`config.mk`:
```
export PLATFORM = sky130hd
export DESIGN_NAME = fir_mac_accumulator
export DESIGN_NICKNAME = d
export VERILOG_FILES = /design/src/rtl/fir_mac_accumulator.sv
export SDC_FILE = /design/constraint.sdc
export NUM_CORES = 1
export LEC_CHECK = 0
export ABC_AREA = 1
export CORE_ASPECT_RATIO = 0.8
export CORE_UTILIZATION = 45
export CTS_CLUSTER_SIZE = 30
export DETAILED_ROUTE_END_ITERATION = 10
export DONT_BUFFER_PORTS = 1
export GPL_ROUTABILITY_DRIVEN = 0
export PLACE_DENSITY = 0.64
export RECOVER_POWER = 25
export SYNTH_ARGS = -nofsm -noshare
export SYNTH_HDL_FRONTEND = slang
export SYNTH_SLANG_ARGS = --single-unit
```
`constraint.sdc`:
```
create_clock -name clk -period 2.8 [get_ports clk]
set_clock_uncertainty 0.05 [all_clocks]
set_input_delay 0.14 -clock clk [delete_from_list [all_inputs] [get_ports clk]]
set_output_delay 0.14 -clock clk [all_outputs]
set_load 0.05 [all_outputs]
```
`src/rtl/fir_mac_accumulator.sv`:
```
// FIR output accumulator: collects TAPS multiplier products over a valid/ready
// handshake, then rounds and saturates the widened sum to a Q1.9 sample.
module fir_mac_accumulator #(
  parameter int PROD_W = 20,
  parameter int TAPS   = 16,
  parameter int IDX_W  = 4,
  parameter int ACC_W  = 24,
  parameter int OUT_W  = 10,
  parameter int FRAC   = 9
) (
  input  logic              clk,
  input  logic              rst_n,
  input  logic              start,
  input  logic [PROD_W-1:0] prod_in,
  input  logic              prod_valid,
  output logic              prod_ready,
  output logic [IDX_W-1:0]  tap_idx,
  output logic              busy,
  output logic [OUT_W-1:0]  y_out,
  output logic              y_valid,
  input  logic              y_ready,
  output logic              overflow
);

  typedef enum logic [1:0] {IDLE = 2'd0, ACCUM = 2'd1, OUTPUT = 2'd2} stateT;

  // One guard bit above the accumulator keeps the rounding bias from wrapping.
  localparam int R_W = ACC_W + 1 - FRAC;
  localparam logic signed [ACC_W:0] ROUND_BIAS = (ACC_W+1)'(2 ** (FRAC - 1));
  localparam logic signed [R_W-1:0] Y_MAX = R_W'(2 ** (OUT_W - 1) - 1);
  localparam logic signed [R_W-1:0] Y_MIN = R_W'(-(2 ** (OUT_W - 1)));

  stateT                    stateR, nextStateS;
  logic signed [ACC_W-1:0]  accR;
  logic        [IDX_W-1:0]  tapIdxR;
  logic        [OUT_W-1:0]  yOutR;
  logic                     yValidR;
  logic                     overflowR;

  logic signed [ACC_W-1:0]  sumS;
  logic                     prodHsS;
  logic                     yHsS;
  logic                     lastTapS;
  logic                     clearAccS;
  logic        [OUT_W:0]    roundedS;

  // Returns {saturated, sample} for round-half-up then clamp to OUT_W bits.
  function automatic logic [OUT_W:0] roundSat(input logic signed [ACC_W-1:0] sum);
    logic signed [ACC_W:0] biased;
    logic signed [R_W-1:0] r;
    logic        [OUT_W:0] res;
    biased = $signed({sum[ACC_W-1], sum}) + ROUND_BIAS;
    r      = biased[ACC_W:FRAC];
    if (r > Y_MAX) begin
      res = {1'b1, 1'b0, {(OUT_W-1){1'b1}}};
    end else if (r < Y_MIN) begin
      res = {1'b1, 1'b1, {(OUT_W-1){1'b0}}};
    end else begin
      res = {1'b0, r[OUT_W-1:0]};
    end
    return res;
  endfunction

  assign prod_ready = (stateR == ACCUM);
  assign busy       = (stateR != IDLE);
  assign tap_idx    = tapIdxR;
  assign y_out      = yOutR;
  assign y_valid    = yValidR;
  assign overflow   = overflowR;

  assign prodHsS  = prod_valid & prod_ready;
  assign yHsS     = yValidR & y_ready;
  assign lastTapS = (tapIdxR == IDX_W'(TAPS - 1));
  assign sumS     = accR + {{(ACC_W-PROD_W){prod_in[PROD_W-1]}}, prod_in};
  assign roundedS = roundSat(sumS);

  // State register.
  always_ff @(posedge clk or negedge rst_n) begin
    if (!rst_n) begin
      stateR <= IDLE;
    end else begin
      stateR <= nextStateS;
    end
  end

  // Next-state decode and frame-restart detection.
  always_comb begin
    nextStateS = stateR;
    clearAccS  = 1'b0;
    case (stateR)
      IDLE: begin
        if (start) begin
          nextStateS = ACCUM;
          clearAccS  = 1'b1;
        end else begin
          nextStateS = IDLE;
        end
      end
      ACCUM: begin
        if (prodHsS && lastTapS) begin
          nextStateS = OUTPUT;
        end else begin
          nextStateS = ACCUM;
        end
      end
      OUTPUT: begin
        if (yHsS && start) begin
          nextStateS = ACCUM;
          clearAccS  = 1'b1;
        end else if (yHsS) begin
          nextStateS = IDLE;
        end else begin
          nextStateS = OUTPUT;
        end
      end
      default: begin
        nextStateS = IDLE;
      end
    endcase
  end

  // Accumulator and tap counter advance only on product handshakes.
  always_ff @(posedge clk or negedge rst_n) begin
    if (!rst_n) begin
      accR    <= '0;
      tapIdxR <= '0;
    end else if (clearAccS) begin
      accR    <= '0;
      tapIdxR <= '0;
    end else if (prodHsS) begin
      accR    <= sumS;
      tapIdxR <= tapIdxR + IDX_W'(1);
    end
  end

  // Output sample is captured with the final product and held until taken.
  always_ff @(posedge clk or negedge rst_n) begin
    if (!rst_n) begin
      yOutR     <= '0;
      overflowR <= 1'b0;
      yValidR   <= 1'b0;
    end else if (prodHsS && lastTapS) begin
      yOutR     <= roundedS[OUT_W-1:0];
      overflowR <= roundedS[OUT_W];
      yValidR   <= 1'b1;
    end else if (yHsS) begin
      yValidR   <= 1'b0;
    end
  end

endmodule

```
==> reports/results.ini <==
[drt]
detail-route-antenna-nets = 0
drt-total-wl_um = 12300
route.detailed.wl_per_inst_um = 14.4
drt_drc_violations_left = 0
routed-via-count = 4302
drt_first_pass_iters = 4
detail_route.vias_per_cell = 5.06
drt_iter0_drc = 199

[layout]
multiInputGateArea_um2 = 3000
diodes = 0
commonest_cells_after_routing_fill_and_taps_aside = 206 x sky130_fd_sc_hd__nand2_1, 86 x sky130_fd_sc_hd__inv_1, 84 x sky130_fd_sc_hd__buf_4
final_core_util = 0.629
nNetsFinal = 788
final.fill_count = 778
layout_commonest_cell = sky130_fd_sc_hd__nand2_1
area_growth_pct = 33.0
layout-drive-gt1-share = 0.322
ff_latch_area_um2 = 1050

[sta]
clock.fmax_mhz = 333
setup_violations_final = 10
timing.final.crit_share = 1.07
whs_ns = 0.0454
post-route-min-period_ns = 3.00
measured_slew_at_the_worst_slew_check_pin_ns = 2.01
crit_path_setup_slack_layout_ns = -0.200
slew_violations = 43
finalHoldViolations = 0
max-slew-margin-rel = -0.339
rsz0062_at_grt = true

[setup_path]
startpoint_type = register
worst_setup_path_end_kind = register
cp_data_arrival_time_ns = 3.18
worstPathRequired_ns = 2.98
cp_max_fo = 5
criticalPathCategory = reg -> reg

[global_routing]
groute.usage.overall = 0.272
grt_first_pass_wirelength_um = 19600
initial_antenna_violation_count = 0
global_route.overflow_total = 0
grt_pass1_vias = 4117
largest_net_degree_at_the_start_of_global_routing = 43

[clocking]
tritoncts_clock_tree = built
h-tree-depth = 2
clock_sink_count = 42
cts.reportedPaths.clkPinSlew_ns = 0.07
cts_made_buffers = 5
cts-root-to-sink-buffers = 2
cts_root_buf = sky130_fd_sc_hd__clkbuf_16
worstSkewPairLatency_ns = 0.30

[floorplan]
boundaryPins = 43
row_count = 30
floorplan.die.width_um = 109
design.die.area_um2 = 9510
die_y_um = 87.4
design.core.area_um2 = 8670
floorplan.initialDensity = 0.473

[synth]
cell_area_after_technology_mapping_um2 = 4100
synth_cells = 642
synth_top_area_cell = sky130_fd_sc_hd__dfrtp_1
postSynthRegisterBits = 42
post_synth_num_cell_types = 37
synth-warning-count = 0
synthFlopType = sky130_fd_sc_hd__dfrtp_1
ys_async_sr_fraction = 1.00
edff_count_synth = 0
post_synth_main_area_contributors = sky130_fd_sc_hd__dfrtp_1 26%, sky130_fd_sc_hd__nand2_1 21%, sky130_fd_sc_hd__inv_1 8.0%
syn_area_per_cell_um2 = 6.39
yosysTopAreaCellShare = 0.256
syn_nets = 693
synth_seq_area_share = 0.256

[power_and_ir_drop]
leakage_nw = 2.90
pwr_density_cell_nw_per_um2 = 1280
irDropWorstVdd_mv = 0.609

[place]
io_buffers = 0
dp_worst_setup_slack_ns = -0.244
place_hpwl_um = 9410

[status]
violations = max-capacitance violations, max-slew violations, negative setup slack
outcome = finished with violations

[flow_run]
max_cap_viol_count = 1

[min_path]
hp-class = in -> reg

-- cells by family (layout without fill, tap and decap cells) --
logic type	Yosys count	count (layout)	share of synthesized area
AND/OR/NAND/NOR	390	392	0.442
buffers and inverters	109	203	0.0997
AO/OA/AOI/OAI	66	66	0.102
flip-flops	42	42	0.256
adder cells (fa/ha/maj)	26	26	0.0811
XOR/XNOR	9	9	0.0192
-- metrics by stage --
stage	instances	cell area, um^2	power (mW)	TNS [ns]
floorplan	642	4140	3.89	0
CTS	847	5340	6.71	-1.57
global route	850	5460	7.56	-3.47
global placement	826	4830	5.45	-1.79
finish	850	5460	6.99	-1.78
detailed placement	826	4830	5.55	-2.30
-- final timing paths --
path | startpoint | end | slack [ns] | cells past startpoint
worst max-delay path | accR[8] | y_out[5] | -0.20 | 21
worst min-delay path | start | stateR[0] | 0.05 | 2
worst max register to register | accR[8] | y_out[5] | -0.20 | 21
worst min register to register | stateR[0] | stateR[1] | 0.42 | 1
max in group asynchronous | rst_n | y_out[8] | 0.52 | 2
min in group asynchronous | rst_n | accR[6] | 1.01 | 2
-- area by class of cell --
| type | instances | share of cell area |
|---|---|---|
| tap | 112 | 0.0257 |
| multi-input combinational | 493 | 0.549 |
| timing repair buffer | 90 | 0.128 |
| clock inverter | 3 | 0.00894 |
| clock buffer | 5 | 0.0229 |
| sequential | 42 | 0.193 |
| inverter | 105 | 0.0731 |
-- cells in the mapped netlist, drive strengths merged (5+ instances only) --
master / n
a21oi: 30
dfrtp: 42
ha: 25
inv: 102
nand2: 249
nand3: 54
nand4: 8
nor2: 67
o21ai: 24
or2: 5
xor2: 7
-- critical path, stage by stage (launching register included) --
cell and delay (ns):
sky130_fd_sc_hd__dfrtp_1 0.39, sky130_fd_sc_hd__ha_1 0.33, sky130_fd_sc_hd__buf_4 0.16, sky130_fd_sc_hd__nand2_2 0.10, sky130_fd_sc_hd__inv_1 0.05, sky130_fd_sc_hd__nand2_1 0.06, sky130_fd_sc_hd__nand2_1 0.11, sky130_fd_sc_hd__inv_2 0.10
sky130_fd_sc_hd__nand3_2 0.12, sky130_fd_sc_hd__nand2_2 0.09, sky130_fd_sc_hd__buf_4 0.11, sky130_fd_sc_hd__nand3_4 0.10, sky130_fd_sc_hd__nor2_4 0.12, sky130_fd_sc_hd__nand2_4 0.07, sky130_fd_sc_hd__nor2_4 0.14, sky130_fd_sc_hd__nand3_2 0.11
sky130_fd_sc_hd__buf_6 0.14, sky130_fd_sc_hd__nand2_4 0.07, sky130_fd_sc_hd__inv_6 0.04, sky130_fd_sc_hd__nor2_4 0.19, sky130_fd_sc_hd__nor2_4 0.10, sky130_fd_sc_hd__a21oi_2 0.15
-- power breakdown --
part | total, mW | leakage (nW) | switching (mW) | internal (mW)
clock network | 0.723 | 0.0819 | 0.294 | 0.428
registers | 1.02 | 0.549 | 0.222 | 0.801
logic | 5.25 | 2.27 | 3.06 | 2.19
-- what timing repair did --
| action | CTS | global route |
|---|---|---|
| pin swaps | 29 | 26 |
| gates resized for setup | 41 | 29 |
| setup buffers | 9 | 2 |
| gates cloned | 1 | 1 |
| endpoints found under the hold margin | 44 | 0 |
| hold buffers | 3 | 0 |
| endpoints found under the setup margin | 11 | 12 |
-- flip-flops by register name (all words and copies together) (netlist names) --
register	cells
y_valid	1
overflow	1
tap_idx	4
y_out	10
stateR	2
accR	24
-- layer usage --
metal  global-route usage  vias up  share of wire
li1                     -     2220              -
met5                    0        -              0
met2                0.426      113           0.43
met3               0.0434       15          0.059
met1                0.387     1954           0.49
met4               0.0737        0          0.015
Power figures use the tool's default switching activity.
